<file path="src/rtl/seven_seg_dec_pkg.sv">
// Shared types and constants for the seven-segment frame decoder.
package seven_seg_dec_pkg;

  localparam int unsigned NUM_DIGITS = 4;

  typedef enum logic [1:0] {
    WAIT,
    SETTLE,
    LATCHED
  } dec_state_e;

  // Active-high segment patterns (bit 0 = a .. bit 6 = g) for hex digits 0..F.
  localparam logic [6:0] GLYPH_TABLE [16] = '{
    7'h3F, 7'h06, 7'h5B, 7'h4F, 7'h66, 7'h6D, 7'h7D, 7'h07,
    7'h7F, 7'h6F, 7'h77, 7'h7C, 7'h39, 7'h5E, 7'h79, 7'h71
  };

endpackage

</file>
<file path="src/rtl/seven_seg_glyph_decode.sv">
// Combinational lookup of an active-high 7-segment pattern into a hex nibble.
// Patterns that match no glyph decode to nibble 0 with err set.
module seven_seg_glyph_decode
  import seven_seg_dec_pkg::*;
(
  input  logic [6:0] pattern,
  output logic [3:0] nibble,
  output logic       err
);

  // Search the glyph table; the last match wins (entries are unique anyway).
  always_comb begin
    nibble = '0;
    err    = 1'b1;
    for (int unsigned i = 0; i < 16; i++) begin
      if (pattern == GLYPH_TABLE[i]) begin
        nibble = 4'(i);
        err    = 1'b0;
      end
    end
  end

endmodule

</file>
<file path="src/rtl/seven_seg_frame_decoder.sv">
// Rebuilds the 16-bit hex value and decimal points shown on a multiplexed
// 4-digit active-low seven-segment display by sampling its anode/segment nets.
// Optional feature macro: SEVEN_SEG_DEC_TIMEOUT_EN (stale detection and
// discard of partial frames after TIMEOUT_CYCLES without an accepted digit).
module seven_seg_frame_decoder
  import seven_seg_dec_pkg::*;
#(
  parameter int unsigned STABLE_CYCLES  = 4,
  parameter int unsigned TIMEOUT_CYCLES = 1048576
) (
  input  logic        clk,
  input  logic        rst_n,
  input  logic [3:0]  anode,
  input  logic [7:0]  segment,
  output logic [15:0] value,
  output logic [3:0]  dp,
  output logic [3:0]  glyph_err,
  output logic        frame_valid,
  output logic        stale
);

  localparam int unsigned CNT_W = $clog2(STABLE_CYCLES + 1);

  if (STABLE_CYCLES < 2 || TIMEOUT_CYCLES < 1) begin : g_param_check
    $error("seven_seg_frame_decoder: STABLE_CYCLES must be >= 2 and TIMEOUT_CYCLES >= 1");
  end

  logic [3:0]       anode_q;
  logic [7:0]       segment_q;
  logic [11:0]      prev_q;
  dec_state_e       state_q, state_d;
  logic [CNT_W-1:0] cnt_q, cnt_d;
  logic [3:0]       seen_q, seen_d;
  logic [15:0]      shadow_nib_q, shadow_nib_d;
  logic [3:0]       shadow_dp_q, shadow_dp_d;
  logic [3:0]       shadow_err_q, shadow_err_d;
  logic [15:0]      value_q, value_d;
  logic [3:0]       dp_q, dp_d;
  logic [3:0]       err_q, err_d;
  logic             frame_valid_q, frame_valid_d;

  logic             sample_valid;
  logic             sample_same;
  logic [1:0]       dig_idx;
  logic             accept;
  logic [3:0]       dec_nibble;
  logic             dec_err;
  logic             timed_out;

  assign sample_valid = $onehot(~anode_q);
  assign sample_same  = ({anode_q, segment_q} == prev_q);

  // Digit position of the (single) low anode bit.
  always_comb begin
    dig_idx = '0;
    for (int unsigned i = 0; i < NUM_DIGITS; i++) begin
      if (!anode_q[i]) dig_idx = 2'(i);
    end
  end

  seven_seg_glyph_decode u_glyph (
    .pattern (~segment_q[6:0]),
    .nibble  (dec_nibble),
    .err     (dec_err)
  );

  // Register the display bus once, and keep the previous registered sample.
  always_ff @(posedge clk or negedge rst_n) begin
    if (!rst_n) begin
      anode_q   <= '1;
      segment_q <= '1;
      prev_q    <= '1;
    end else begin
      anode_q   <= anode;
      segment_q <= segment;
      prev_q    <= {anode_q, segment_q};
    end
  end

  // Dwell-tracking FSM: accept a digit once per stable dwell.
  always_comb begin
    state_d = state_q;
    cnt_d   = cnt_q;
    accept  = 1'b0;
    case (state_q)
      WAIT: begin
        cnt_d = '0;
        if (sample_valid) begin
          state_d = SETTLE;
          cnt_d   = CNT_W'(1);
        end
      end
      SETTLE: begin
        if (sample_valid && sample_same) begin
          cnt_d = cnt_q + CNT_W'(1);
          if (cnt_d == CNT_W'(STABLE_CYCLES)) begin
            accept  = 1'b1;
            state_d = LATCHED;
          end
        end else if (sample_valid) begin
          cnt_d = CNT_W'(1);
        end else begin
          state_d = WAIT;
          cnt_d   = '0;
        end
      end
      LATCHED: begin
        cnt_d = '0;
        if (!sample_same) begin
          state_d = sample_valid ? SETTLE : WAIT;
          cnt_d   = sample_valid ? CNT_W'(1) : '0;
        end
      end
      default: begin
        state_d = WAIT;
        cnt_d   = '0;
      end
    endcase
  end

`ifdef SEVEN_SEG_DEC_TIMEOUT_EN
  localparam int unsigned TO_W = $clog2(TIMEOUT_CYCLES + 1);

  logic [TO_W-1:0] to_cnt_q, to_cnt_d;

  assign timed_out = (to_cnt_q == TO_W'(TIMEOUT_CYCLES));

  // Idle counter: cleared by each acceptance, saturating at the timeout.
  always_comb begin
    to_cnt_d = to_cnt_q;
    if (accept)          to_cnt_d = '0;
    else if (!timed_out) to_cnt_d = to_cnt_q + TO_W'(1);
  end

  // Idle counter register.
  always_ff @(posedge clk or negedge rst_n) begin
    if (!rst_n) to_cnt_q <= '0;
    else        to_cnt_q <= to_cnt_d;
  end
`else
  assign timed_out = 1'b0;
`endif

  // Shadow slot update and frame completion; a saturated timeout wipes the partial frame.
  always_comb begin
    seen_d        = timed_out ? '0 : seen_q;
    shadow_nib_d  = shadow_nib_q;
    shadow_dp_d   = shadow_dp_q;
    shadow_err_d  = shadow_err_q;
    value_d       = value_q;
    dp_d          = dp_q;
    err_d         = err_q;
    frame_valid_d = 1'b0;
    if (accept) begin
      shadow_nib_d[dig_idx*4 +: 4] = dec_nibble;
      shadow_dp_d[dig_idx]         = ~segment_q[7];
      shadow_err_d[dig_idx]        = dec_err;
      seen_d[dig_idx]              = 1'b1;
      // Publish directly from the updated shadow so outputs and the pulse
      // appear together one cycle after the completing acceptance.
      if (seen_d == 4'b1111) begin
        value_d       = shadow_nib_d;
        dp_d          = shadow_dp_d;
        err_d         = shadow_err_d;
        frame_valid_d = 1'b1;
        seen_d        = '0;
      end
    end
  end

  // State, shadow and output registers.
  always_ff @(posedge clk or negedge rst_n) begin
    if (!rst_n) begin
      state_q       <= WAIT;
      cnt_q         <= '0;
      seen_q        <= '0;
      shadow_nib_q  <= '0;
      shadow_dp_q   <= '0;
      shadow_err_q  <= '0;
      value_q       <= '0;
      dp_q          <= '0;
      err_q         <= '0;
      frame_valid_q <= 1'b0;
    end else begin
      state_q       <= state_d;
      cnt_q         <= cnt_d;
      seen_q        <= seen_d;
      shadow_nib_q  <= shadow_nib_d;
      shadow_dp_q   <= shadow_dp_d;
      shadow_err_q  <= shadow_err_d;
      value_q       <= value_d;
      dp_q          <= dp_d;
      err_q         <= err_d;
      frame_valid_q <= frame_valid_d;
    end
  end

  assign value       = value_q;
  assign dp          = dp_q;
  assign glyph_err   = err_q;
  assign frame_valid = frame_valid_q;
  assign stale       = timed_out;

endmodule

</file>
<file path="config.mk">
export PLATFORM = sky130hd
export DESIGN_NAME = seven_seg_frame_decoder
export DESIGN_NICKNAME = d
export VERILOG_FILES = /design/src/rtl/seven_seg_dec_pkg.sv /design/src/rtl/seven_seg_glyph_decode.sv /design/src/rtl/seven_seg_frame_decoder.sv
export SDC_FILE = /design/constraint.sdc
export NUM_CORES = 1
export LEC_CHECK = 0
export BUFFER_PORTS_ARGS = -buffer_cell sky130_fd_sc_hd__buf_2
export CAP_MARGIN = 20
export CORE_MARGIN = 2
export CORE_UTILIZATION = 35
export CTS_CLUSTER_DIAMETER = 100
export DETAILED_ROUTE_END_ITERATION = 12
export GPL_ROUTABILITY_DRIVEN = 1
export SYNTH_ARGS = -nofsm -noshare
export SYNTH_HDL_FRONTEND = slang
export SYNTH_SLANG_ARGS = --single-unit
</file>
<file path="constraint.sdc">
create_clock -name clk -period 7.3 [get_ports clk]
set_input_delay 0.73 -clock clk [delete_from_list [all_inputs] [get_ports clk]]
set_output_delay 0.73 -clock clk [all_outputs]
set_load 0.01 [all_outputs]
</file>
==> run_results.csv, run 1 <==
group,metric,value,unit
pwr,leakagePower,1.95,nW
synthesis,synth_top_area_share,38.1,%
cts,cts_tree,"yes",
finish,layout-drive-gt1-share,32.0,%
sta,rsz0062_at_grt,"no",
synthesis,ys_types,54,
critical_path,rrSetupSlack,3.28,ns
finish,nFillCells,1076,
finish,design_area,0.00428,mm²
sta,slew-limit-headroom,27.7,%
finish,antenna_cells,0,
critical_path,criticalPathCategory,"reg -> reg",
sta,worstMarginPinSlew,1.08,ns
sta,finalHoldViolCount,0,
route,vias_per_cell,5.11,
placed_design,io_buffers,38,
sta,fmaxAchievable,249,MHz
grt,gr-usage-all-layers,14.8,%
grt,grt_pass1_wl,13400,µm
job,cap_viol_max_count,0,
critical_path,path_max_fanout,24,
cts,clock_latency,0.34,ns
finish,regArea,0.00208,mm²
sta,fin_crit_sh,55.1,%
route,ant_nets,0,
pwr,power_density,203,mW/mm²
route,drt_iter0_drc,115,
critical_path,r2r-end,"value[8]",
synthesis,syn_inst,326,
sta,finalSetupViolations,0,
placed_design,dpl_cell_area,0.00406,mm²
route,wirelength,7820,µm
sta,skew,0.00771,ns
critical_path,cp-endpoint,"value[8]",
placed_design,gp_congestion,0.813,
die,fp.dieW,108,µm
die,std_cell_rows,38,
grt,grt_pass1_vias,2562,
critical_path,r2r-start,"anode_q[3]",
synthesis,yosys.area.top_type,"dfrtp_1",
route,avgRoutedWirePerCell,15.6,µm
pwr,peakVddDrop,0.000104,V
placed_design,post-place-ws,3.30,ns
synthesis,syn_nets,345,
status,status,"finished, final reports clean",
critical_path,end_kind,"register",
synthesis,yosys-top-cells-count,"58 x dfrtp_1, 41 x o21ai_0, 27 x nor2_1, 24 x dfstp_2, 19 x nand2_1",
critical_path,rr_worst_depth,10,
sta,drv_slew,0,
route,firstDrtPassIters,4,
route,drc_errors,0,
finish,multiInputGateArea,0.00158,mm²
critical_path,crit_required,7.53,ns
critical_path,arrival,4.25,ns
synthesis,syn_area,0.00381,mm²
cts,cts.reportedPaths.clkPinSlew,0.09,ns
route,routed-via-count,2566,
die,die_h,108,µm
synthesis,async_flop_share,100,%
cts,root_buffer,"clkbuf_8",
grt,grt_overflow,0,
die,coreArea,0.0107,mm²
die,die-area,0.0117,mm²
critical_path,cp-start-kind,"register",
synthesis,ys.flop_type,"dfrtp_1",
synthesis,synth.avg_cell_area,11.7,µm²
sta,post-route-min-period,4.02,ns
grt,antenna_found_initial,0,
finish,layout.nets,376,
cts,cts_buffer_depth,2,
placed_design,place_hpwl,5450,µm
die,initial_core_util,35.5,%
cts,htree_levels,3,
sta,setup-tns-final,0,ns
cts,cts_setup_buffers,0,
cts,post_cts_resize_count,0,
sta,layout_setup_ws,3.28,ns
cts,cts_buffers,9,
synthesis,synth-edff-count,0,
synthesis,synth_most_common_cell,"dfrtp_1",
synthesis,synth-seq-cells,82,
die,io-pin-count,40,
synthesis,seq_area_frac_synth,54.6,%
min_path,hold_path_class,"in -> async",
cts,cts_hold_buf,0,
critical_path,startpoint,"anode_q[3]",
cts,clock-sinks,82,
synthesis,synthTopCellsByArea,"dfrtp_1 38%, dfstp_2 17%, o21ai_0 5.4%, mux2_2 4.7%, mux2_4 3.9%",
synthesis,ys.warnings.count,0,
grt,grt_max_degree,83,
finish,synthToLayoutAreaGrowth,12.3,%
-- per-layer routing --
| metal | vias to the layer above | share of wire [%] | global-route usage [%] |
|---|---|---|---|
| met3 | 10 | 6.0 | 3.07 |
| met2 | 60 | 45 | 21.9 |
| li1 | 1233 | - | - |
| met5 | - | 0 | 0 |
| met1 | 1263 | 47 | 21.1 |
| met4 | 0 | 2.0 | 6.32 |
-- report_power, final --
part           total, mW  switching [mW]  leakage, nW  internal [mW]
clock              0.330           0.169       0.0966          0.161
combinational     0.0547          0.0323        0.795         0.0225
sequential         0.485          0.0164         1.06          0.469
-- flip-flops by register name, summed over array words and instances (netlist names) --
signal        flops
prev_q           12
frame_valid       1
cnt_q             3
shadow_err_q      4
segment_q         8
glyph_err         4
seen_q            4
value            16
state_q           2
anode_q           4
dp                4
shadow_dp_q       4
shadow_nib_q     16
-- layout make-up --
| class | count | share of cell area [%] |
|---|---|---|
| Sequential cell | 82 | 48.6 |
| Multi-Input combinational cell | 217 | 36.8 |
| Timing Repair Buffer | 40 | 5.14 |
| Tap cell | 140 | 4.09 |
| Clock buffer | 9 | 2.89 |
| Clock inverter | 7 | 1.78 |
| Inverter | 7 | 0.614 |
-- placed cells by master (no fill, tap or decap), types with 2 or more instances in the layout --
cell type	instances
o21a_1	4
a32o_1	4
or4_1	2
mux2_2	16
nor3_1	6
nor3_2	2
nor4b_1	4
mux2_1	6
clkbuf_8	9
inv_1	6
nand2b_1	3
o21ai_0	41
nand3_1	5
ha_1	4
nand2_1	19
inv_6	3
a311oi_1	3
dfstp_2	24
a31oi_1	9
buf_4	2
a211oi_1	2
nand4b_1	2
dfrtp_1	58
buf_2	37
or3_1	2
nor3b_1	2
nor4_1	3
nor2_1	27
xnor2_1	12
clkinvlp_4	2
mux2_4	10
nand4_1	6
xnor2_2	3
-- per-stage QoR --
step                total power [mW]  hold WS, ns  std cells  utilization (%)
global route                   0.919        0.380        502             39.8
CTS                            0.884        0.404        501             39.7
global placement               0.546        0.391        485             37.8
floorplan                      0.526        0.354        326                -
finish                         0.869        0.364        502             39.8
detailed placement             0.548        0.391        485             37.8
-- worst min path at each step --
stage,startpoint,to,slack (ns),depth (start not counted)
2_1_floorplan,segment_q[2],prev_q[2],0.35,0
3_5_place_dp,anode_q[0],prev_q[8],0.39,0
3_3_place_gp,anode_q[0],prev_q[8],0.39,0
4_1_cts,anode_q[0],prev_q[8],0.40,0
5_1_grt,rst_n,value[2],0.38,1
6_report,rst_n,seen_q[3],0.36,1
-- critical path, stage by stage (launching register included) --
cell,delay (ns)
dfstp_2,0.73
fa_1,0.46
inv_1,0.06
ha_1,0.14
ha_1,0.23
nor3b_2,0.25
nand4b_1,0.22
or4_1,0.78
or3_1,0.42
buf_4,0.25
mux2_1,0.36
-- logic make-up (layout without fill, tap and decap cells) --
| kind of cell | after synthesis | in the layout | synth area share (%) |
|---|---|---|---|
| adders and majority gates | 5 | 5 | 1.84 |
| buffers and inverters | 27 | 63 | 3.97 |
| and+or+nand+nor | 92 | 92 | 13.2 |
| DFF | 82 | 82 | 54.6 |
| xor gates and xnor gates | 15 | 15 | 4.04 |
| muxes | 32 | 32 | 10.4 |
| AOI/OAI and AO/OA | 72 | 72 | 11.8 |
| other | 1 | 1 | 0.0984 |
Note: power is estimated with default switching activity, not from simulation.
==> run 2: changes to the inputs <==
Clock period 7.3 ns to 4.1 ns, I/O delays scaled along.
==> run 2 against run 1 <==
Against the previous run: sequential share of layout area decreased by 0.56 points; critical path depth unchanged; core utilization rose by 0.47 points; routed wire length shrank 1.6%; register-to-register slack got worse by 2.6 ns; fmax up 16%; sequential cell count unchanged; global-route usage down 0.27 points.
==> run_results.csv, run 2 (same netlist as run 1, synthesis figures left out) <==
group,metric,value,unit
status,status,"finished, final reports clean",
critical_path,rr_worst_depth,10,
cts,cts_buffers,9,
sta,finalHoldViolCount,0,
finish,antenna_cells,0,
finish,nFillCells,1071,
route,avgRoutedWirePerCell,15.2,µm
finish,layout.nets,379,
critical_path,end_kind,"register",
die,die-area,0.0117,mm²
finish,final_common_cell,"dfrtp_1",
die,fp.dieW,108,µm
sta,worstMarginPinSlew,0.884,ns
route,drt_iter0_drc,192,
cts,clock-sinks,82,
grt,grt_max_degree,83,
cts,htree_levels,3,
pwr,power_density,369,mW/mm²
pwr,leakagePower,1.99,nW
sta,rsz0062_at_grt,"no",
finish,mostFrequentLayoutCells,"58 x dfrtp_1, 41 x o21ai_0, 38 x buf_2, 27 x nor2_1, 24 x dfstp_2",
sta,skew,0.00813,ns
finish,multiInputGateArea,0.00158,mm²
critical_path,rrSetupSlack,0.64,ns
sta,finalSetupViolations,0,
job,cap_viol_max_count,0,
sta,fmaxAchievable,289,MHz
cts,cts_setup_buffers,0,
cts,root_buffer,"clkbuf_8",
sta,slew-limit-headroom,40.9,%
critical_path,cp-start-kind,"register",
pwr,peakVddDrop,0.000166,V
cts,cts_buffer_depth,2,
route,ant_nets,0,
route,firstDrtPassIters,5,
grt,grt_pass1_wl,13200,µm
sta,fin_crit_sh,84.5,%
finish,synthToLayoutAreaGrowth,13.7,%
die,coreArea,0.0107,mm²
sta,post-route-min-period,3.46,ns
sta,drv_slew,0,
route,routed-via-count,2577,
cts,cts.reportedPaths.clkPinSlew,0.08,ns
die,die_h,108,µm
grt,grt_overflow,0,
finish,regArea,0.00208,mm²
min_path,hold_path_class,"in -> async",
die,std_cell_rows,38,
grt,gr-usage-all-layers,14.6,%
die,io-pin-count,40,
placed_design,gp_congestion,0.793,
cts,cts_hold_buf,0,
cts,clock_latency,0.35,ns
finish,layout-drive-gt1-share,32.1,%
placed_design,io_buffers,38,
critical_path,path_max_fanout,24,
grt,grt_pass1_vias,2529,
route,vias_per_cell,5.10,
sta,setup-tns-final,0,ns
route,wirelength,7690,µm
grt,antenna_found_initial,0,
cts,post_cts_resize_count,0,
sta,whs,0.100,ns
placed_design,place_hpwl,5310,µm
die,initial_core_util,35.5,%
critical_path,criticalPathCategory,"reg -> reg",
critical_path,crit_required,4.33,ns
route,drc_errors,0,
critical_path,arrival,3.70,ns
cts,cts_tree,"yes",
## run 2: area by class of cell
| cell class | count | area share [%] |
|---|---|---|
| Tap cell | 140 | 4.04 |
| Timing Repair Buffer | 43 | 5.72 |
| Sequential cell | 82 | 48.1 |
| Clock inverter | 3 | 0.953 |
| Multi-Input combinational cell | 217 | 36.4 |
| Inverter | 7 | 0.607 |
| Clock buffer | 13 | 4.19 |
## run 2: per-stage QoR
stage | cells | worst slack, ns | utilization (%) | total power [mW] | cell area, µm²
global placement | 487 | 0.738 | 37.9 | 0.972 | 4080
finish | 505 | 0.637 | 40.3 | 1.60 | 4330
floorplan | 326 | 0.809 | - | 0.936 | 3810
detailed placement | 487 | 0.633 | 37.9 | 0.975 | 4080
CTS | 503 | 0.620 | 40.0 | 1.62 | 4300
global route | 505 | 0.401 | 40.3 | 1.68 | 4330
## run 2: path summary, 6_finish.rpt
kind                       startpoint           end
setup / recovery           anode_q[1]     value[13]
hold / removal                  rst_n     prev_q[5]
setup reg to reg           anode_q[1]     value[13]
hold reg to reg            anode_q[0]     prev_q[8]
max in group asynchronous       rst_n  segment_q[7]
min in group clk           segment[7]  segment_q[7]
## run 2: report_power, final
group	switching [mW]	total [mW]	internal [mW]
Clock	0.283	0.638	0.355
Sequential	0.0264	0.861	0.834
Combinational	0.0594	0.101	0.0416
## run 2: worst max-delay path, stage by stage (launching register included)
cell	delay (ns)
dfstp_2	0.63
fa_1	0.43
inv_1	0.06
ha_1	0.13
ha_1	0.23
nor3b_2	0.24
nand4b_1	0.22
or4_1	0.47
or3_1	0.32
buf_4	0.25
mux2_1	0.35
## run 2: routing by layer
| metal | GRT usage [%] | part of all wire (%) | vias up |
|---|---|---|---|
| met5 | 0 | 0 | - |
| met4 | 6.68 | 2.0 | 0 |
| li1 | - | - | 1235 |
| met2 | 21.0 | 45 | 54 |
| met3 | 2.77 | 3.5 | 12 |
| met1 | 21.1 | 49 | 1276 |
